## config.mk

```make
export PLATFORM = sky130hd
export DESIGN_NAME = rv_decode_stage
export DESIGN_NICKNAME = d
export VERILOG_FILES = /design/src/rtl/rv_pkg.sv /design/src/rtl/rv_opcode_classify.sv /design/src/rtl/rv_decode_stage.sv
export SDC_FILE = /design/constraint.sdc
export NUM_CORES = 1
export LEC_CHECK = 0
export ABC_AREA = 1
export ABC_CLOCK_PERIOD_IN_PS = 2600
export CAP_MARGIN = 30
export CORE_AREA = 2 2 113 115
export CTS_CLUSTER_DIAMETER = 40
export DETAILED_ROUTE_END_ITERATION = 16
export DIE_AREA = 0 0 115 117
export GPL_TIMING_DRIVEN = 0
export PLACE_DENSITY = 0.79
export RECOVER_POWER = 50
export SYNTH_ARGS = -nofsm -noshare
export SYNTH_HDL_FRONTEND = slang
export SYNTH_SLANG_ARGS = --single-unit
```

## constraint.sdc

```tcl
create_clock -name clk -period 2.6 [get_ports clk]
set_input_delay 0.52 -clock clk [delete_from_list [all_inputs] [get_ports clk]]
set_output_delay 0.52 -clock clk [all_outputs]
set_load 0.005 [all_outputs]
```

## src/rtl/rv_pkg.sv

```systemverilog
// ----------------------------------------------------------------------------
// rv_pkg
// Shared RISC-V front-end definitions used by the IF/ID boundary, the opcode
// classifier and the immediate-path logic and benches.
//
// Contents:
//   RV_XLEN          default data/PC width
//   OPC_*            7-bit major opcodes (instruction bits [6:0])
//   rv_fmt_flags_t   one-hot instruction format flags (I/S/B/U/J/R)
//   rv_entry_t       one buffered IF/ID entry: word, PC, flags, illegal bit
//   fmt_flags_none() true when a flag set carries no format
// ----------------------------------------------------------------------------
package rv_pkg;

    localparam int RV_XLEN = 32;

    // Major opcodes, grouped by the immediate format they use.
    localparam logic [6:0] OPC_LOAD     = 7'b0000011;
    localparam logic [6:0] OPC_OP_IMM   = 7'b0010011;
    localparam logic [6:0] OPC_JALR     = 7'b1100111;
    localparam logic [6:0] OPC_MISC_MEM = 7'b0001111;
    localparam logic [6:0] OPC_SYSTEM   = 7'b1110011;
    localparam logic [6:0] OPC_STORE    = 7'b0100011;
    localparam logic [6:0] OPC_BRANCH   = 7'b1100011;
    localparam logic [6:0] OPC_LUI      = 7'b0110111;
    localparam logic [6:0] OPC_AUIPC    = 7'b0010111;
    localparam logic [6:0] OPC_JAL      = 7'b1101111;
    localparam logic [6:0] OPC_OP       = 7'b0110011;

    typedef struct packed {
        logic is_i;
        logic is_s;
        logic is_b;
        logic is_u;
        logic is_j;
        logic is_r;
    } rv_fmt_flags_t;

    typedef struct packed {
        logic [RV_XLEN-1:0] instruction;
        logic [RV_XLEN-1:0] pc;
        rv_fmt_flags_t      flags;
        logic               illegal;
    } rv_entry_t;

    function automatic logic fmt_flags_none(input rv_fmt_flags_t f);
        return (f == '0);
    endfunction

endpackage

```

## src/rtl/rv_opcode_classify.sv

```systemverilog
// ----------------------------------------------------------------------------
// rv_opcode_classify
// Pure combinational opcode-to-format classifier. Maps instruction bits [6:0]
// onto one-hot I/S/B/U/J/R flags; unknown opcodes produce no flag at all.
//
// Parameters:
//   ILLEGAL_EN  1: drive 'illegal' for unmapped or non-32-bit encodings
//               0: 'illegal' is constant 0
// Ports:
//   opcode   in   7   instruction bits [6:0]
//   flags    out  6   one-hot format flags (all zero when unmapped)
//   illegal  out  1   unknown opcode / bad length bits (ILLEGAL_EN only)
// ----------------------------------------------------------------------------
module rv_opcode_classify
    import rv_pkg::*;
#(
    parameter bit ILLEGAL_EN = 1'b0
) (
    input  logic [6:0]    opcode,
    output rv_fmt_flags_t flags,
    output logic          illegal
);

    logic unmapped;

    always_comb begin
        flags    = '0;
        unmapped = 1'b0;
        unique case (opcode)
            OPC_LOAD, OPC_OP_IMM, OPC_JALR, OPC_MISC_MEM, OPC_SYSTEM:
                flags.is_i = 1'b1;
            OPC_STORE:
                flags.is_s = 1'b1;
            OPC_BRANCH:
                flags.is_b = 1'b1;
            OPC_LUI, OPC_AUIPC:
                flags.is_u = 1'b1;
            OPC_JAL:
                flags.is_j = 1'b1;
            OPC_OP:
                flags.is_r = 1'b1;
            default:
                unmapped = 1'b1;
        endcase
    end

    // Every mapped opcode already ends in 2'b11; the length-bit test is kept
    // explicit so compressed encodings stay illegal if the map ever grows.
    always_comb begin
        illegal = ILLEGAL_EN && (unmapped || (opcode[1:0] != 2'b11));
    end

endmodule

```

## src/rtl/rv_decode_stage.sv

```systemverilog
// ----------------------------------------------------------------------------
// rv_decode_stage
// Registered IF/ID boundary in front of the immediate generator. Fetched words
// are classified on the way in and stored with their flags, so every output is
// driven straight from a register. A second (skid) entry absorbs the word that
// arrives while the main entry is stalled, which lets in_ready come from a
// flop instead of from out_ready.
//
// Build option:
//   ILLEGAL_CHECK_EN  defined: 'illegal' flags unmapped / non-32-bit words
//                     undefined: 'illegal' is constant 0
//
// Ports:
//   clk, rst_n        clock, asynchronous active-low reset
//   flush             synchronous kill of both entries (branch redirect)
//   in_valid/ready    fetch-side handshake
//   in_instruction    fetched word
//   in_pc             PC of fetched word
//   out_valid/ready   decode-side handshake
//   out_instruction   registered instruction
//   out_pc            registered PC
//   is_type_*         registered one-hot format flags
//   illegal           registered illegal-opcode flag
// ----------------------------------------------------------------------------
module rv_decode_stage
    import rv_pkg::*;
#(
    parameter int XLEN = RV_XLEN
) (
    input  logic            clk,
    input  logic            rst_n,
    input  logic            flush,
    input  logic            in_valid,
    output logic            in_ready,
    input  logic [XLEN-1:0] in_instruction,
    input  logic [XLEN-1:0] in_pc,
    output logic            out_valid,
    input  logic            out_ready,
    output logic [XLEN-1:0] out_instruction,
    output logic [XLEN-1:0] out_pc,
    output logic            is_type_I,
    output logic            is_type_S,
    output logic            is_type_B,
    output logic            is_type_U,
    output logic            is_type_J,
    output logic            is_type_R,
    output logic            illegal
);

`ifdef ILLEGAL_CHECK_EN
    localparam bit ILLEGAL_EN = 1'b1;
`else
    localparam bit ILLEGAL_EN = 1'b0;
`endif

    rv_entry_t     main_q, main_d;
    rv_entry_t     skid_q, skid_d;
    logic          main_valid_q, main_valid_d;
    logic          skid_valid_q, skid_valid_d;
    rv_entry_t     in_entry;
    rv_fmt_flags_t in_flags;
    logic          in_illegal;
    logic          accept;
    logic          fire;

    rv_opcode_classify #(
        .ILLEGAL_EN (ILLEGAL_EN)
    ) u_classify (
        .opcode  (in_instruction[6:0]),
        .flags   (in_flags),
        .illegal (in_illegal)
    );

    always_comb begin
        in_entry.instruction = in_instruction;
        in_entry.pc          = in_pc;
        in_entry.flags       = in_flags;
        in_entry.illegal     = in_illegal;
    end

    // Ready depends only on the skid flop: with the skid free there is always
    // room for one more word, whatever the back end does this cycle.
    assign in_ready = !skid_valid_q;
    assign accept   = in_valid && in_ready;
    assign fire     = main_valid_q && out_ready;

    // Entry routing. The skid only fills while main is stalled, and it always
    // drains into main before anything newer, which keeps acceptance order.
    always_comb begin
        main_d       = main_q;
        skid_d       = skid_q;
        main_valid_d = main_valid_q;
        skid_valid_d = skid_valid_q;

        if (flush) begin
            main_valid_d = 1'b0;
            skid_valid_d = 1'b0;
        end else if (skid_valid_q) begin
            // in_ready is low here, so no accept can race the drain.
            if (fire) begin
                main_d       = skid_q;
                main_valid_d = 1'b1;
                skid_valid_d = 1'b0;
            end
        end else if (!main_valid_q || fire) begin
            main_valid_d = accept;
            if (accept) begin
                main_d = in_entry;
            end
        end else if (accept) begin
            skid_d       = in_entry;
            skid_valid_d = 1'b1;
        end
    end

    always_ff @(posedge clk or negedge rst_n) begin
        if (!rst_n) begin
            main_q       <= '0;
            skid_q       <= '0;
            main_valid_q <= 1'b0;
            skid_valid_q <= 1'b0;
        end else begin
            main_q       <= main_d;
            skid_q       <= skid_d;
            main_valid_q <= main_valid_d;
            skid_valid_q <= skid_valid_d;
        end
    end

    assign out_valid       = main_valid_q;
    assign out_instruction = main_q.instruction;
    assign out_pc          = main_q.pc;
    assign is_type_I       = main_q.flags.is_i;
    assign is_type_S       = main_q.flags.is_s;
    assign is_type_B       = main_q.flags.is_b;
    assign is_type_U       = main_q.flags.is_u;
    assign is_type_J       = main_q.flags.is_j;
    assign is_type_R       = main_q.flags.is_r;
    assign illegal         = main_q.illegal;

endmodule

```

==> metrics <==
Data required, critical path=2.08 ns; Root Driver=clkbuf_16; Die X-Extent=115 um; clock sink total=142; CP Capture Type=output pin; PwrDens=788.8 nW/um2; Die H=117 um; Core Area=12,310 um2; PortBufs=140; TNS Setup=0 ns; DIE AREA=13,460 um2; Post-Syn Nets=785; Yosys cell types=19; Final ANT Viol Nets=0; RSZ-0062 raised after global routing=no; Synthesis Warnings=0; GR Util All Layers=23.22%; number of remaining DRC errors=0; initial DRC count=505; Multi-input gate area=2142 um2; hold path cells=2; Clock Skew=0.005984 ns; DP Area=7607 um2; sequential area share after synthesis=59.33%; crit path time final=2.400 ns; Detailed Place HPWL=10,340 um; num rows=41; outcome=finished, violations left; Starting Density=48.65%; Pins Over Slew Limit=77; Layout area overhead=35.72%; post-synthesis simple-gate area fraction=27.20%; clk buf depth=2; compound-cell area share of the yosys netlist=8.795%; largest family of logic cells by synthesized area=simple AND/OR/NAND/NOR gates; violated checks=max-capacitance violations, max-slew violations; Wirelength per Cell=14.68 um; Tcrit/Tclk final=92.29%; Final #Nets=944; n_diodes=0; Fillers=1,028; most common cell after layout, fill and taps aside=nand2_1; global-route wire length before repair=24,040 um; Slew HR=-29.17%; Setup-failing EPs final=0; crit start category=register; pin count of the biggest net entering global routing=78; XOR/XNOR Fraction of Synth Area=0%; Worst Path Max Fanout=12; final instance area=8129 um2; Via density=5.147; antenna violations before repair=0; Worst EP arrival=1.88 ns; placer's final routability congestion estimate=0.8375; mux cell area share after synthesis=0%; Max VDD drop=0.0003631 V; register bit total from synthesis=142; Skew-Pair Late Insertion Delay=0.42 ns; area fraction of the dominant cell type after synthesis=59.33%; Synth area leader=dfrtp_1; Via Count=5,332; DR pass1 iterations=8; leakage=3.876 nW; WS Path Type=reg2out; Finished Layout Cells=1,036; Max-Cap Viols=1; vias in the first global route=4,965; num ports=142; drt total wl=15,210 um; Syn Std Cell Area=5989 um2; TritonCTS clock tree=yes; most frequent cells in the layout=nand2_1 (346), dfrtp_1 (142), clkdlybuf4s50_1 (122); Slew @ Worst Pin=1.938 ns; Area contributors post-synth=dfrtp_1 (59%), nand2_1 (22%), a31oi_1 (6.8%); clock slew at reported path FFs=0.06 ns; Syn Inst Count=716; end-of-flow core utilization=66.03%; worst r2r path cells=8; syn avg cell area=8.365 um2; Adder-Cell Fraction of Synth Area=0%; fmax=0.4168 GHz; CTS Buf Count=17; Final Hold Fails=0; Hold Buf Count CTS=0; CTS H-Tree Depth=4; Register Area=3553 um2; hold crit path type=reg2reg; post-placement cell count=1,007; share of layout cells above drive strength 1=7.111%; grt ovf=0
path summary, 6_finish.rpt:
| path | slack (ns) | to | from |
|---|---|---|---|
| setup reg to reg | 0.31 | out_pc[11]$_DFFE_PN0P_ | skid_valid_q$_DFF_PN0_ |
| hold reg to reg | 0.48 | skid_q[15]$_DFFE_PN0P_ | skid_q[15]$_DFFE_PN0P_ |
| max in group asynchronous | 0.81 | out_instruction[27]$_DFFE_PN0P_ | rst_n |
| setup / recovery | 0.20 | in_ready | skid_valid_q$_DFF_PN0_ |
| hold / removal | 0.48 | skid_q[15]$_DFFE_PN0P_ | skid_q[15]$_DFFE_PN0P_ |
| min in group asynchronous | 0.62 | out_pc[23]$_DFFE_PN0P_ | rst_n |
registers in the layout, summed over array words and instances, names as in the netlist:
| signal | cells |
|---|---|
| out_pc | 32 |
| is_type_J | 1 |
| is_type_B | 1 |
| is_type_R | 1 |
| skid_valid_q | 1 |
| is_type_I | 1 |
| out_instruction | 32 |
| is_type_S | 1 |
| skid_q | 70 |
| out_valid | 1 |
| is_type_U | 1 |
cell type report:
| class | count | share of cell area [%] |
|---|---|---|
| inverters | 14 | 0.6465 |
| clock inverters | 6 | 0.7388 |
| flip-flops and latches | 142 | 43.71 |
| repair buffers | 141 | 17.52 |
| multi-input cells | 515 | 26.35 |
| plain buffers | 44 | 2.678 |
| well taps | 150 | 2.309 |
| clock buffers | 24 | 6.049 |
layer usage:
layer	share of wire [%]	routed length [um]	up-vias	track usage, %
li1	-	-	2618	-
met1	44	6700	2513	31.32
met2	48	7285	176	36.86
met3	6.1	930	25	5.149
met4	1.9	296	0	9.478
met5	0	0	-	0
Yosys cell counts:
master,number
a31oi_1,65
nand2_1,346
clkbuf_1,12
conb_1,1
dfrtp_1,142
nand4_1,2
buf_6,1
inv_1,12
nand3_1,4
buf_2,29
nor2_4,1
nor2_1,73
nand4_2,1
o21ai_0,16
o211ai_1,1
a21oi_1,3
inv_2,2
o21ai_2,2
buf_4,3
kinds of logic (layout without fill, tap and decap cells):
family,after synthesis,in the layout
AOI/OAI and AO/OA,87,87
other,1,1
DFF,142,142
and+or+nand+nor,427,427
buffers and inverters,59,229
power by group:
group / internal, mW / leakage, nW / switching, mW
clock: 1.40 / 0.268 / 0.872
combinational: 0.670 / 1.90 / 0.535
sequential: 2.68 / 1.71 / 0.251
total: 4.75 / 3.88 / 1.66
metrics by stage:
stage                     total power [mW]  worst slack, ns  hold WS (ns)
after detailed placement             4.203           0.4098        0.4649
final                                6.412           0.2005        0.4762
after global routing                 6.747          0.09664        0.4937
after global placement               4.160           -4.655        0.4613
after CTS                            6.472          0.06445        0.1661
after floorplan                      3.465            1.182        0.2244
critical path, cell delays in order, from the launching register on:
cell and delay [ns]:
dfrtp_1 0.36, buf_4 0.16, inv_2 0.20, buf_4 0.22
clkdlybuf4s50_1 0.52
what timing repair did:
action	CTS	global route
pin swaps	0	0
setup buffers	0	0
endpoints found under the setup margin	1	1
cloned	0	0
gates resized for setup	1	0
Power figures use the tool's default switching activity.
